`src/rtl/uart.sv`:
```
// uart: memory-mapped 8N1 UART with TX/RX FIFOs, sticky error flags and a programmable baud divisor.
module uart #(
  parameter int FIFO_DEPTH = 4,
  parameter logic [15:0] DIV_RESET = 16'd234
) (
  input  logic        clk,
  input  logic        rstn,
  input  logic        we,
  input  logic [31:0] addr,
  input  logic [2:0]  size,
  input  logic [31:0] wd,
  output logic [31:0] rd,
  input  logic        rx,
  output logic        tx
);
  localparam int AW = $clog2(FIFO_DEPTH);
  typedef enum logic [1:0] {T_IDLE, T_START, T_DATA, T_STOP} tx_state_t;
  typedef enum logic [2:0] {R_IDLE, R_START, R_DATA, R_STOP, R_BREAK} rx_state_t;
  tx_state_t ts;
  rx_state_t rs;
  logic [7:0] tmem [FIFO_DEPTH];
  logic [7:0] rmem [FIFO_DEPTH];
  logic [AW-1:0] twp, trp, rwp, rrp;
  logic [AW:0] tcnt, rcnt;
  logic [15:0] div, d, tbc, rbc;
  logic [7:0] tsh, rsh, rx_head;
  logic [2:0] tbi, rbi;
  logic s1, s2, tx_ovf, rx_ovr, frm_err;
  logic sel, tx_full, tx_empty, rx_full, rx_empty;
  logic tx_wr, tx_push, tx_pop, rx_pop, rx_smp, rx_push, fe_set, st_wr;
  logic [1:0] idx;
  logic [31:0] status;
  logic unused_bits;
  assign unused_bits = ^{size, addr[1:0], wd[31:16]};
  assign d = (div == 16'd0) ? 16'd1 : div;
  assign sel = addr[31:4] == 28'd0;
  assign idx = addr[3:2];
  assign tx_full = tcnt == (AW+1)'(FIFO_DEPTH);
  assign tx_empty = tcnt == '0;
  assign rx_full = rcnt == (AW+1)'(FIFO_DEPTH);
  assign rx_empty = rcnt == '0;
  assign tx_wr = we && sel && idx == 2'd0;
  assign tx_push = tx_wr && !tx_full;
  assign tx_pop = ts == T_IDLE && !tx_empty;
  assign rx_pop = we && sel && idx == 2'd1 && !rx_empty;
  assign st_wr = we && sel && idx == 2'd2;
  // stop-bit sample: high delivers the byte, low is a framing error
  assign rx_smp = rs == R_STOP && rbc == 16'd0 && s2;
  assign fe_set = rs == R_STOP && rbc == 16'd0 && !s2;
  assign rx_push = rx_smp && !rx_full;
  assign rx_head = rx_empty ? 8'd0 : rmem[rrp];
  assign status = {24'b0, tx_ovf, frm_err, rx_ovr, rx_full, rx_empty, ts != T_IDLE, tx_empty, tx_full};
  assign rd = !sel ? 32'd0 : idx == 2'd1 ? {23'b0, !rx_empty, rx_head} : idx == 2'd2 ? status :
              idx == 2'd3 ? {16'b0, div} : 32'd0;
  always_ff @(posedge clk) begin
    if (tx_push) tmem[twp] <= wd[7:0];
    if (rx_push) rmem[rwp] <= rsh;
  end
  always_ff @(posedge clk or negedge rstn) begin
    if (!rstn) begin
      ts <= T_IDLE;
      rs <= R_IDLE;
      twp <= '0;
      trp <= '0;
      rwp <= '0;
      rrp <= '0;
      tcnt <= '0;
      rcnt <= '0;
      div <= DIV_RESET;
      tbc <= '0;
      rbc <= '0;
      tsh <= '0;
      rsh <= '0;
      tbi <= '0;
      rbi <= '0;
      s1 <= 1'b1;
      s2 <= 1'b1;
      tx <= 1'b1;
      tx_ovf <= 1'b0;
      rx_ovr <= 1'b0;
      frm_err <= 1'b0;
    end else begin
      s1 <= rx;
      s2 <= s1;
      if (we && sel && idx == 2'd3) div <= wd[15:0];
      tx_ovf <= (tx_wr && tx_full) || (tx_ovf && !(st_wr && wd[7]));
      rx_ovr <= (rx_smp && rx_full) || (rx_ovr && !(st_wr && wd[5]));
      frm_err <= fe_set || (frm_err && !(st_wr && wd[6]));
      if (tx_push) twp <= twp + AW'(1);
      if (tx_pop) trp <= trp + AW'(1);
      tcnt <= tcnt + (AW+1)'(tx_push) - (AW+1)'(tx_pop);
      if (rx_push) rwp <= rwp + AW'(1);
      if (rx_pop) rrp <= rrp + AW'(1);
      rcnt <= rcnt + (AW+1)'(rx_push) - (AW+1)'(rx_pop);
      tbc <= (ts == T_IDLE || tbc == 16'd0) ? d - 16'd1 : tbc - 16'd1;
      case (ts)
        T_IDLE: if (tx_pop) begin
          ts <= T_START;
          tsh <= tmem[trp];
          tx <= 1'b0;
        end
        T_START: if (tbc == 16'd0) begin
          ts <= T_DATA;
          tx <= tsh[0];
          tsh <= {1'b0, tsh[7:1]};
          tbi <= 3'd0;
        end
        T_DATA: if (tbc == 16'd0) begin
          tbi <= tbi + 3'd1;
          ts <= (tbi == 3'd7) ? T_STOP : T_DATA;
          tx <= (tbi == 3'd7) ? 1'b1 : tsh[0];
          tsh <= {1'b0, tsh[7:1]};
        end
        T_STOP: if (tbc == 16'd0) ts <= T_IDLE;
      endcase
      rbc <= (rbc == 16'd0) ? d - 16'd1 : rbc - 16'd1;
      case (rs)
        R_IDLE: begin
          rbc <= d >> 1;
          if (!s2) rs <= R_START;
        end
        R_START: if (rbc == 16'd0) begin
          rs <= s2 ? R_IDLE : R_DATA;
          rbi <= 3'd0;
        end
        R_DATA: if (rbc == 16'd0) begin
          rsh <= {s2, rsh[7:1]};
          rbi <= rbi + 3'd1;
          if (rbi == 3'd7) rs <= R_STOP;
        end
        R_STOP: if (rbc == 16'd0) rs <= s2 ? R_IDLE : R_BREAK;
        R_BREAK: if (s2) rs <= R_IDLE;
        default: rs <= R_IDLE;
      endcase
    end
  end
endmodule

```
`config.mk`:
```
export PLATFORM = sky130hd
export DESIGN_NAME = uart
export DESIGN_NICKNAME = d
export VERILOG_FILES = /design/src/rtl/uart.sv
export SDC_FILE = /design/constraint.sdc
export NUM_CORES = 1
export LEC_CHECK = 0
export CAP_MARGIN = 30
export CORE_UTILIZATION = 55
export CTS_BUF_LIST = sky130_fd_sc_hd__clkbuf_8
export DETAILED_ROUTE_END_ITERATION = 10
export GPL_ROUTABILITY_DRIVEN = 0
export MAX_ROUTING_LAYER = met4
export PLACE_DENSITY = 0.79
export SETUP_SLACK_MARGIN = 0.4
export SYNTH_ARGS = -nofsm -noshare
export SYNTH_HDL_FRONTEND = slang
export SYNTH_SLANG_ARGS = --single-unit
```
`constraint.sdc`:
```
create_clock -name clk -period 7.01 [get_ports clk]
set_input_delay 1.402 -clock clk [delete_from_list [all_inputs] [get_ports clk]]
set_output_delay 1.402 -clock clk [all_outputs]
set_load 0.05 [all_outputs]
```
Yosys cells after proc, flatten, opt, wreduce, memory -nomap -nowiden
Memory sizes are Yosys's and may differ from the RTL's.
Index checks and enable logic that the tools add are counted.
Storage, ports and cells
  memory bits (read-only): 0
  memories: 2
  memory bits (writable): 64
  flip-flop bits (word level): 95
  latch bits: 0
  logic and storage cells: 157
  output and inout bits: 33
  input bits: 71
Memories
  rmem: depth 4, width 8, rd ports 1, clocked after memory_dff 0, write ports 1, RTL line 22  | logic [7:0] rmem [FIFO_DEPTH];
  tmem: depth 4, width 8, rd ports 1, clocked after memory_dff 0, write ports 1, RTL line 21  | logic [7:0] tmem [FIFO_DEPTH];
Cells by class
  multiplexer cells: 42
  reduce and logical (&&, ||, !) cells: 54
  eq/ne operators: 25
  order comparisons: 0
  divide/modulo/power cells: 0
  multiply operators: 0
  shift operators: 0
  $add $sub $neg: 13
  bitwise logic cells: 0
Operator list (count)
  two-way mux 16 bit: 8
  logical NOT 16 bit: 3
  subtractor 16 x 1 -> 16 bit (second input constant): 3
  two-way mux 3 bit: 11
  logical NOT 28 bit: 1
  two-way mux 8 bit: 3
  logical AND 1 bit: 20
  inequality test 2 bit (second input constant): 9
  case mux 8 bit (2 select lines): 1
  equality test 3 bit (second input constant): 5
  case mux 3 bit (5 select lines): 1
  case mux 3 bit (2 select lines): 2
  two-way mux 2 bit: 5
  logical NOT 3 bit: 3
  two-way mux 1 bit: 9
  AND reduction 3 bit: 3
  adder 2 x 1 -> 2 bit (second input constant): 4
  equality test 2 bit (second input constant): 4
  logical NOT 1 bit: 8
  case mux 2 bit (4 select lines): 1
  AND reduction 4 bit: 2
  nonzero test 2 bit: 4
  adder 3 x 1 -> 3 bit: 2
  adder 3 x 1 -> 3 bit (second input constant): 2
  other kinds (12): 20

Longest topological paths before layout
  word-level depth: 7
  gate-level depth with buffers: 14
  gate-level depth less buffers: 13

Worst setup path before layout
No wires, ideal clock.
  path type: input-to-output
  start point: input port addr[6]
  end point: output port rd[0]
  data required time: 5.608 ns
  slack: 2.675 ns
  data arrival time: 2.933 ns
  cell stages on the path: 5
  buffers on the path: 1
  cell sequence: nor4_1 > nand4_1 > or2_2 > clkbuf_1 > nor2_1
On the way
  cells in the longest elaborated chain, start to end: 2
Ends and longest elaborated chain
  start: declaration: RTL line 9  | input logic [31:0] addr,
  logical NOT 28 bit: RTL line 36  | assign sel = addr[31:4] == 28'd0;
  two-way mux 16 bit: RTL line 53  | assign rd = !sel ? 32'd0 : idx == 2'd1 ? {23'b0, !rx_empty, rx_head} : idx == 2'd2 ? status :
  end: declaration: RTL line 12  | output logic [31:0] rd,
Every way passes these cells.

Worst setup path after layout
  start point: input port addr[2]
  end point: output port rd[0]
On the way
  cells in the longest elaborated chain, start to end: 5
  elaborated cells on any way between the ends: 7
  classes of those cells: 3 x eq/ne; 4 x mux
Ends and longest elaborated chain
  equality test 2 bit: RTL line 54  | idx == 2'd3 ? {16'b0, div} : 32'd0;
  two-way mux 16 bit: RTL line 54
  two-way mux 16 bit: RTL line 53
  two-way mux 16 bit (*) (2 in a row): RTL line 53
Every way passes the cells marked *; elsewhere a longest branch is shown, timed or not.

==> results.ini <==
[global_route]
antenna_found_initial=0
grt_max_degree=50
grt_pass1_wl_um=27200
grt_pass1_vias=5369
overflow=0
track_usage=0.247

[floorplan]
ios=104
core_um2=14500
die_w_um=123
die_area_um2=15200
rows=44
die_h_um=123
initial_core_util=0.560

[setup_path]
cp_top_family=buffers and inverters
cp.depth=6
required_ps=5610
crit_end=rd[0]
critPathMaxFanout=18
arrival_ps=4070
startpoint_type=input port
crit_path_max_incr_delay_ps=840
r2r-end=rcnt[2]
r2r-start=rbc[7]
startpoint=addr[2]
critPathKind=input port to output pin
crit_chain=clkdlybuf4s50_1 > nand2_1 > nor2_1 > a22oi_1 > nor2_1 > clkdlybuf4s50_1
worstSetupEndpointType=output pin
crit_slowest_cell=clkdlybuf4s50_1
cp.buffers_inverters=2
r2r_setup_slack_ps=3450
r2r.worst_path.cells=11

[synthesis]
synthArstFlopShare=0.597
ys_ff_latch=159
synth_commonest_cells=dfrtp_1 (87), edfxtp_1 (64), nand2_1 (47)
synthTopCellsByArea=dfrtp_1 (27%), edfxtp_1 (24%), mux2_2 (5.7%)
syn-cell-area_um2=8110
synthCells=665
synth_top_area_cell=dfrtp_1
synth_top_area_share=0.268
ys_types=59
ys.flop_type=dfrtp_1
synth_edf_count=64
syn_area_per_cell_um2=12.2
ys_warn_count=0
synth_most_common_cell=dfrtp_1
seq_area_frac_synth=0.531

[timing]
post-route-period-util=0.781
whs_ps=361
slew_headroom=0.384
tightest_slew_ps=921
rsz0062_at_grt=no
min_period_ps=5470
skew_ps=16.7
setup_tns_ps=0
maxSlewViolCount=0
max_freq_mhz=183
hold_viol=0
setup_violations=0

[clock_tree]
clkTransAtPathRegs_ps=80
clk-insertion-delay-late_ps=470
cts_hold_buf=0
clock_path_buffers=2
cts_resized=0
cts-buffers-inserted=17
cts_setup_buffers=0
root_buffer=clkbuf_8
cts_tree=built
htree_num_levels=4
clock-sinks=159

[worst_hold_path]
holdPathStages=0
holdCritPathClass=register to register

[job]
drv_cap=0

[pwr]
ir_worst_vdd_mv=0.221
p_leak_nw=3.74
powerDensity_nw_per_um2=253

[routing]
ant_nets=0
vias_per_cell=5.88
drc=0
routedWlPerCell_um=18.1
first_pass_iters=5
vias=5407
routed_wirelength_um=16600
drtIter0Drc=428

[cells_and_area]
seq_area_um2=4310
num_antenna_cells=0
area_growth_pct=14.1
multi_input_area_um2=3520
drive_gt1_frac=0.167
num-fill-cells=1107
nNetsFinal=821

[status]
status=completed

[placed_design]
hpwl_um=11900
io_buffers=66

-- kinds of logic after synthesis --
logic type | after synthesis | synth area share
flops | 159 | 0.531
simple gates | 198 | 0.132
fa+ha+maj | 27 | 0.0435
compound gates | 88 | 0.0721
buf+inv | 71 | 0.0421
mux | 77 | 0.131
xor+xnor | 44 | 0.0475
other cells | 1 | 0.000462
-- routing by layer --
metal,vias to the layer above,wire length [µm],global-route usage
met2,194,8310,0.401
met4,0,314,0.0851
met3,28,932,0.0475
met5,-,0,-
met1,2679,7090,0.311
li1,2506,-,-
-- layout make-up --
| class | instances | area share |
|---|---|---|
| flip-flops and latches | 159 | 0.466 |
| multi-input cells | 450 | 0.381 |
| repair buffers | 71 | 0.0760 |
| clock buffers | 17 | 0.0253 |
| well taps | 184 | 0.0249 |
| clock inverters | 15 | 0.0172 |
| inverters | 24 | 0.00974 |
-- report_power, final --
| group | switching [mW] | total, mW | internal [mW] |
|---|---|---|---|
| Clock | 0.362 | 0.681 | 0.320 |
| Combinational | 0.255 | 0.503 | 0.249 |
| Sequential | 0.0959 | 1.16 | 1.06 |
| Total | 0.712 | 2.34 | 1.63 |
-- cells in the final DEF (no fill, tap or decap), drive strengths merged, types with 12 or more instances in the layout --
master | netlist | final
dfrtp | 87 | 87
clkdlybuf4s50 | 0 | 65
edfxtp | 64 | 64
mux2 | 49 | 49
nand2 | 47 | 47
nor2 | 46 | 46
xnor2 | 30 | 30
inv | 24 | 30
o21ai | 26 | 26
ha | 25 | 25
a21oi | 18 | 18
and2 | 17 | 17
clkbuf | 25 | 17
nor4 | 17 | 17
mux4 | 16 | 16
conb | 1 | 16
xor2 | 14 | 14
nor3 | 14 | 14
mux2i | 12 | 12
-- how the worst min path moves through the flow --
stage          start  endpoint  slack (ps)
5_1_grt           s1        s2         360
4_1_cts           s1        s2         360
3_5_place_dp      s1        s2         350
6_report          s1        s2         360
3_3_place_gp      s1        s2         350
2_1_floorplan     s1        s2         350
-- flip-flops by register name, summed over array words and instances, names as in the netlist, 2 cells and up --
name  flops
rrp       2
rmem     32
rwp       2
ts        2
tcnt      3
tmem     32
tsh       8
div      16
tbc      16
trp       2
rsh       8
tbi       3
rcnt      3
rbc      16
twp       2
rbi       3
rs        3
-- metrics by stage --
| step | setup slack, ps | power (mW) | instances | utilization | cell area [µm²] |
|---|---|---|---|---|---|
| 2_1_floorplan | 2680 | 1.54 | 680 | - | 8170 |
| 4_1_cts | 1580 | 2.35 | 920 | 0.639 | 9250 |
| 3_3_place_gp | 1710 | 1.64 | 887 | 0.611 | 8840 |
| 5_1_grt | 1350 | 2.46 | 920 | 0.639 | 9250 |
| 3_5_place_dp | 1590 | 1.68 | 888 | 0.612 | 8860 |
| 6_report | 1540 | 2.34 | 920 | 0.639 | 9250 |
(Power assumes the default switching activity.)
